<file path="src/rtl/shift_loader_pkg.sv">
// Shared types and constants for the serial-to-parallel loader.
// Holds the FSM state type, the default word width and the delivered-word counter width.
// No logic lives here; the block imports it.
package shift_loader_pkg;

  // Collecting bits, or holding a complete word in the shift register.
  typedef enum logic [0:0] {
    COLLECT = 1'b0,
    FULL    = 1'b1
  } state_t;

  localparam int DEF_WIDTH = 4;
  localparam int WCNT_W    = 8;

endpackage

</file>
<file path="src/rtl/shift_loader.sv">
// Assembles serial bits into a WIDTH-bit word and presents it, registered, on A.
// Latency: one edge from acceptance of the last bit to a_valid when the output slot is free.
// Backpressure: a completed word waits in sh while A is occupied; ser_ready drops until it moves.
module shift_loader
  import shift_loader_pkg::*;
#(
  parameter int WIDTH     = DEF_WIDTH,
  parameter int MSB_FIRST = 1
) (
  input  logic              clk,
  input  logic              rst,
  input  logic              ser_in,
  input  logic              ser_valid,
  output logic              ser_ready,
  output logic [WIDTH-1:0]  A,
  output logic              a_valid,
  input  logic              out_ready,
  output logic [WCNT_W-1:0] word_cnt
);

  // cnt has to hold WIDTH itself while a full word is parked.
  localparam int CNT_W = $clog2(WIDTH + 1);

  state_t             state;
  logic [CNT_W-1:0]   cnt;
  logic [WIDTH-1:0]   sh;
  logic [WIDTH-1:0]   sh_shifted;
  logic               accept;
  logic               last_bit;
  logic               slot_free;
  logic               load_a;
  logic               take;

  // Ready depends only on the state, so no combinational path from ser_valid.
  assign ser_ready = (state == COLLECT);
  assign accept    = ser_valid && ser_ready;
  assign last_bit  = accept && (cnt == CNT_W'(WIDTH - 1));
  assign slot_free = !a_valid || out_ready;
  assign take      = a_valid && out_ready;
  // A is loaded either straight from the completing shift or from the parked word.
  assign load_a    = slot_free && (last_bit || (state == FULL));

  // Shift register contents after accepting ser_in in the configured direction.
  always_comb begin
    sh_shifted = sh;
    if (MSB_FIRST != 0) begin
      sh_shifted = {sh[WIDTH-2:0], ser_in};
    end else begin
      sh_shifted = {ser_in, sh[WIDTH-1:1]};
    end
  end

  // Bit collection: shift register, bit counter and COLLECT/FULL state.
  always_ff @(posedge clk) begin
    if (rst) begin
      sh    <= '0;
      cnt   <= '0;
      state <= COLLECT;
    end else begin
      if (accept) begin
        sh <= sh_shifted;
      end
      case (state)
        COLLECT: begin
          if (last_bit) begin
            if (slot_free) begin
              cnt <= '0;
            end else begin
              cnt   <= CNT_W'(WIDTH);
              state <= FULL;
            end
          end else if (accept) begin
            cnt <= cnt + 1'b1;
          end
        end
        FULL: begin
          if (slot_free) begin
            cnt   <= '0;
            state <= COLLECT;
          end
        end
        default: begin
          cnt   <= '0;
          state <= COLLECT;
        end
      endcase
    end
  end

  // Output slot: a load wins over a simultaneous take, so a_valid stays set.
  always_ff @(posedge clk) begin
    if (rst) begin
      A       <= '0;
      a_valid <= 1'b0;
    end else if (load_a) begin
      A       <= (state == FULL) ? sh : sh_shifted;
      a_valid <= 1'b1;
    end else if (take) begin
      a_valid <= 1'b0;
    end
  end

  // Count words handed downstream, wrapping naturally at 2**WCNT_W.
  always_ff @(posedge clk) begin
    if (rst) begin
      word_cnt <= '0;
    end else if (take) begin
      word_cnt <= word_cnt + 1'b1;
    end
  end

endmodule

</file>
<file path="config.mk">
export PLATFORM = sky130hd
export DESIGN_NAME = shift_loader
export DESIGN_NICKNAME = d
export VERILOG_FILES = /design/src/rtl/shift_loader_pkg.sv /design/src/rtl/shift_loader.sv
export SDC_FILE = /design/constraint.sdc
export NUM_CORES = 1
export LEC_CHECK = 0
export CORE_AREA = 2 2 47 49
export CTS_CLUSTER_SIZE = 12
export DETAILED_ROUTE_END_ITERATION = 8
export DIE_AREA = 0 0 49 51
export GPL_TIMING_DRIVEN = 0
export PLACE_DENSITY = 0.74
export SYNTH_ARGS = -nofsm -noshare
export SYNTH_HDL_FRONTEND = slang
export SYNTH_SLANG_ARGS = --single-unit
</file>
<file path="constraint.sdc">
create_clock -name clk -period 1.67 [get_ports clk]
set_input_delay 0.334 -clock clk [delete_from_list [all_inputs] [get_ports clk]]
set_output_delay 0.334 -clock clk [all_outputs]
set_load 0.01 [all_outputs]
</file>
==> results of run 1 <==
-- cell families after synthesis --
| logic type | share of synthesized area, % |
|---|---|
| AO/OA/AOI/OAI | 20.1 |
| XOR/XNOR | 1.87 |
| adder cells (fa/ha/maj) | 4.01 |
| buffers and inverters | 3.88 |
| flip-flops | 44.9 |
| multiplexers | 5.48 |
| AND/OR/NAND/NOR | 19.8 |
-- stage by stage --
step / setup slack, ps / setup TNS [ps] / instance area, sq um / util [%]
after floorplan: 371 / 0 / 936 / -
after global placement: -147 / -448 / 1150 / 55.8
after detailed placement: -210 / -822 / 1150 / 55.8
after CTS: 13.8 / 0 / 1180 / 57.1
after global routing: 9.49 / 0 / 1180 / 57.3
final: 59.8 / 0 / 1180 / 57.3
-- flip-flops by register name, summed over array words and instances, names as in the netlist --
register	flops
A	4
a_valid	1
cnt	3
sh	4
state	1
word_cnt	8
-- Yosys cell counts --
cell / count / area [sq um]
nand2_1: 12 / 45.0
mux2_2: 1 / 11.3
dfxtp_1: 21 / 420
or4_1: 2 / 15.0
and2b_2: 1 / 8.76
nor2_1: 4 / 15.0
or2b_1: 1 / 7.51
inv_1: 4 / 15.0
xor2_1: 2 / 17.5
nand3_2: 1 / 10.0
nand4_1: 3 / 18.8
nor3_1: 1 / 5.00
a311oi_1: 4 / 35.0
o31ai_1: 2 / 15.0
clkbuf_1: 3 / 11.3
nor2b_1: 2 / 12.5
a21o_1: 1 / 7.51
mux2i_1: 4 / 40.0
nand3_1: 3 / 15.0
nand2b_1: 2 / 12.5
ha_1: 3 / 37.5
o21ai_0: 2 / 10.0
buf_2: 2 / 10.0
or3_2: 1 / 7.51
a21oi_1: 18 / 90.1
or3_1: 2 / 12.5
o211ai_1: 4 / 30.0
-- power breakdown --
group          leakage [nW]  internal, mW  switching [mW]
clock network        0.0150        0.0929           0.146
registers             0.172         0.509         0.00594
logic                 0.198        0.0252          0.0304
-- path summary, 6_finish.rpt --
kind | startpoint | endpoint | slack [ps]
max | a_valid$_SDFFE_PP0P_ | a_valid | 60
min | sh[3]$_SDFFE_PP0P_ | sh[3]$_SDFFE_PP0P_ | 470
max reg2reg | cnt[0]$_SDFFE_PP0P_ | A[3]$_SDFFE_PP0P_ | 180
min reg2reg | sh[3]$_SDFFE_PP0P_ | sh[3]$_SDFFE_PP0P_ | 470
-- layer usage --
metal	share of wire (%)	up-vias	routed length, microns
li1	-	428	-
met1	47	381	872
met2	49	11	910
met3	2.1	4	39
met4	0.92	0	17
met5	0	-	0
-- final cells by class --
type,count,area share (%)
flip-flops and latches,21,36.1
clock buffers,4,2.22
multi-input cells,76,40.5
repair buffers,18,15.1
inverters,4,1.27
well taps,28,2.96
plain buffers,5,1.80
-- placed cells by master (no fill, tap or decap), types with 2 or more instances in the layout --
cell type         n
a21oi_1          18
a311oi_1          4
buf_2             2
clkbuf_1          4
clkbuf_4          3
clkdlybuf4s50_1  17
dfxtp_1          16
dfxtp_2           5
ha_1              3
inv_1             4
mux2i_1           4
nand2_1          12
nand2b_1          2
nand3_1           3
nand4_1           3
nor2_1            4
nor2b_1           2
o211ai_1          4
o21ai_0           2
o31ai_1           2
or3_1             2
or4_1             2
xor2_1            2
==> impl_metrics.toml, run 1 <==
[yosys]
yosysSeqAreaShare_pct = 44.9
yosysUniqueCellTypes = 27
netlist_area_sq_um = 936
yosysWarnings = 0
syn-num-nets = 114
syn_inst = 106
synth-seq-cells = 21
syn_avg_cell_area_sq_um = 8.83

[min_path]
hold-path-cell-count = 2
hold_path.class = "flip-flop to flip-flop"

[cts]
clkTransAtPathRegs_ps = 110
tritoncts = "built"
cts_buffers = 3
clockBufferDepth = 2
cts.sinks = 21
root_buffer = "clkbuf_4"
cts_max_level = 1
worstSkewPairLatency_ps = 290
post_cts_buffers = 0
hold_buffers = 0
post_cts_resize_count = 2

[sta]
worstMarginPinSlew_ps = 463
clock_skew_ps = 0.434
hold_viol_final = 0
slew_viol_final = 0
setup_violations = 0
fin_crit_ps = 1610
rsz0062_at_grt = "false"
fmax_ghz = 0.621
relSlewSlack_pct = 69.2
fin_crit_sh_pct = 96.4
hold_ws_ps = 474

[final_layout]
layout-drive-gt1-share_pct = 10.9
multi_input_area_sq_um = 479
syn_to_final_growth_pct = 26.3
nFillCells = 192
final_nets = 137
regArea_sq_um = 427
finalNonFillerCells = 156
antenna_cells = 0

[worst_setup_path]
worstPathRequired_ps = 1340
cp.buffers_inverters = 1
start_kind = "flip-flop"
crit_family = "buffers and inverters"
slowest_stage = "clkdlybuf4s50_1"
crit_chain = "clkdlybuf4s50_1"
max_stage_delay_ps = 560
cp_num_cells = 1
worst_setup_path_end_kind = "output pin"
r2r_cells = 5
cp_max_fo = 8
cp.arrival_ps = 1280
critPathKind = "flip-flop to output pin"

[placed_design]
portBuffers = 18
dpl.cell_count = 152
gp_congestion = 0.736
dpl.hpwl_mm = 1.39

[global_route]
met2_usage_pct = 27.9
grt_pass1_vias = 777
grt_antenna_before_repair = 0
grt.total_usage_pct = 16.2
grt_util_met1_pct = 20.6
grt_pass1_wl_mm = 3.17
grtUsageMet3_pct = 2.63
grt_overflow_total = 0
grt_max_degree = 12
top_usage_layer = "met2"

[power_and_ir_drop]
peakVddDrop_mv = 0.484
power_mw = 0.809
powerDensity_mw_per_mm2 = 684
p_leak_nw = 0.385

[drt]
avgViaCountPerCell = 5.28
wl_per_cell_microns = 11.8
drtAntennaViolNets = 0
drt-initial-drc-count = 10
dr.pass1.iters = 4
drc = 0
num_vias = 824
wirelength_mm = 1.84

[floorplanning]
dieWidth_microns = 49
dieArea_sq_mm = 0.00250
design.core.area_sq_mm = 0.00206
pin_count = 19
rows = 17
fp.dieH_microns = 51
start_util_pct = 45.4

[run]
cap_violations = 0

[outcome]
status = "finished, final reports clean"
Note: power is estimated with default switching activity, not from simulation.
==> run 2: changes to the inputs <==
--- a/config.mk
+++ b/config.mk
@@ -5,12 +5,15 @@
 export SDC_FILE = /design/constraint.sdc
 export NUM_CORES = 1
 export LEC_CHECK = 0
-export CORE_AREA = 2 2 47 49
+export CELL_PAD_IN_SITES_DETAIL_PLACEMENT = 1
+export CELL_PAD_IN_SITES_GLOBAL_PLACEMENT = 1
+export CORE_AREA = 2 2 54 56
 export CTS_CLUSTER_SIZE = 12
 export DETAILED_ROUTE_END_ITERATION = 8
-export DIE_AREA = 0 0 49 51
+export DIE_AREA = 0 0 56 58
 export GPL_TIMING_DRIVEN = 0
-export PLACE_DENSITY = 0.74
+export PLACE_DENSITY_LB_ADDON = 0.1
+export REMOVE_ABC_BUFFERS = 1
 export SYNTH_ARGS = -nofsm -noshare
 export SYNTH_HDL_FRONTEND = slang
 export SYNTH_SLANG_ARGS = --single-unit
==> impl_metrics.toml, run 2 (synthesis results as in run 1) <==
[worst_setup_path]
slowest_stage = "clkdlybuf4s50_1"
cp.arrival_ps = 1280
cp-startpoint = "a_valid$_SDFFE_PP0P_"
crit_chain = "clkdlybuf4s50_1"
cp_max_fo = 8
crit_end = "a_valid"
critPathKind = "flip-flop to output pin"
cp_num_cells = 1
start_kind = "flip-flop"
r2r-start = "cnt[0]$_SDFFE_PP0P_"
crit_family = "buffers and inverters"
worstPathRequired_ps = 1340
r2r-end = "A[3]$_SDFFE_PP0P_"
reg2reg_slack_ps = 190
worst_setup_path_end_kind = "output pin"
cp.buffers_inverters = 1
max_stage_delay_ps = 560
r2r_cells = 5

[floorplanning]
dieArea_sq_mm = 0.00325
rows = 19
fp.dieH_microns = 58
pin_count = 19
design.core.area_sq_mm = 0.00266
start_util_pct = 35.2
dieWidth_microns = 56

[global_route]
grt_pass1_vias = 794
met2_usage_pct = 23.0
grt_pass1_wl_mm = 3.50
grt.total_usage_pct = 13.9
top_usage_layer = "met2"
grt_max_degree = 23
grt_overflow_total = 0
grt_util_met1_pct = 16.9
grtUsageMet3_pct = 2.01
grt_antenna_before_repair = 0

[cts]
cts.sinks = 21
hold_buffers = 0
worstSkewPairLatency_ps = 300
clockBufferDepth = 2
cts_buffers = 3
cts_max_level = 1
post_cts_buffers = 0
root_buffer = "clkbuf_4"
clkTransAtPathRegs_ps = 110
tritoncts = "built"

[sta]
slew_viol_final = 0
setup-tns-final_ps = 0
fin_crit_sh_pct = 96.8
hold_viol_final = 0
setup_ws_ps = 53.4
setup_violations = 0
rsz0062_at_grt = "false"
fmax_ghz = 0.619
worstMarginPinSlew_ps = 795
clock_skew_ps = 3.24
relSlewSlack_pct = 46.8
fin_crit_ps = 1620

[final_layout]
regArea_sq_um = 432
final_cell_mix = "a21oi_1, clkdlybuf4s50_1, dfxtp_1"
largest_reg_flops = 8
multi_input_area_sq_um = 479
reg_top3 = "word_cnt (8), A (4), sh (4)"
antenna_cells = 0
largest-register = "word_cnt"
nFillCells = 325
layout_commonest_cell = "a21oi_1"
layout-drive-gt1-share_pct = 12.2
syn_to_final_growth_pct = 25.0
fin_area_sq_mm = 0.00117
final_nets = 132
finalNonFillerCells = 154

[power_and_ir_drop]
peakVddDrop_mv = 0.347
p_leak_nw = 0.376
powerDensity_mw_per_mm2 = 691

[drt]
wirelength_mm = 2.03
num_vias = 806
drt-initial-drc-count = 6
drc = 0
avgViaCountPerCell = 5.23
drtAntennaViolNets = 0
dr.pass1.iters = 2
wl_per_cell_microns = 13.2

[placed_design]
place_area_sq_mm = 0.00113
dpl.cell_count = 150
portBuffers = 18
dp_slack_ps = -212
gp_congestion = 0.694
dpl.hpwl_mm = 1.48

[min_path]
hold_path.class = "flip-flop to flip-flop"
hold-path-cell-count = 2

[run]
cap_violations = 0

[outcome]
status = "finished, final reports clean"
[run 2: timing repair]
item	in CTS	in global routing
pin swaps	0	0
endpoints found under the setup margin	3	4
resized for setup	6	4
[run 2: area by class of cell]
class | count | share of cell area, %
inverters | 4 | 1.28
multi-input cells | 76 | 41.0
repair buffers | 18 | 15.3
clock buffers | 4 | 2.25
well taps | 31 | 3.32
flip-flops and latches | 21 | 36.9
[run 2: worst min path at each step]
| stage | startpoint | end | slack [ps] |
|---|---|---|---|
| 2_1_floorplan | rst | a_valid$_SDFFE_PP0P_ | 400 |
| 3_3_place_gp | sh[3]$_SDFFE_PP0P_ | sh[3]$_SDFFE_PP0P_ | 450 |
| 3_5_place_dp | sh[3]$_SDFFE_PP0P_ | sh[3]$_SDFFE_PP0P_ | 460 |
| 4_1_cts | sh[3]$_SDFFE_PP0P_ | sh[3]$_SDFFE_PP0P_ | 480 |
| 5_1_grt | sh[3]$_SDFFE_PP0P_ | sh[3]$_SDFFE_PP0P_ | 520 |
| 6_report | sh[3]$_SDFFE_PP0P_ | sh[3]$_SDFFE_PP0P_ | 480 |
[run 2: report_power, final]
part	total, mW	switching (mW)	internal (mW)	leakage [nW]
logic	0.0526	0.0289	0.0237	0.187
clock network	0.243	0.149	0.0931	0.0150
registers	0.514	0.00629	0.507	0.174
total	0.809	0.185	0.624	0.376
[run 2: worst register-to-register path, stage by stage (launching register included)]
cell and delay, ps:
dfxtp_1 370, ha_1 160, ha_1 220, a21o_1 270, a21oi_1 90, a311oi_1 270
[run 2: per-stage QoR]
step | util, % | power (mW) | hold slack, ps
floorplan | - | 0.549 | 403
global placement | 42.6 | 0.579 | 450
detailed placement | 42.6 | 0.580 | 465
CTS | 43.8 | 0.828 | 482
global route | 43.9 | 0.853 | 523
finish | 43.9 | 0.809 | 482
[run 2: layer usage]
| metal | up-vias | part of all wire (%) |
|---|---|---|
| met3 | 4 | 2.6 |
| li1 | 418 | - |
| met1 | 373 | 48 |
| met4 | 0 | 1.9 |
| met5 | - | 0 |
| met2 | 11 | 47 |
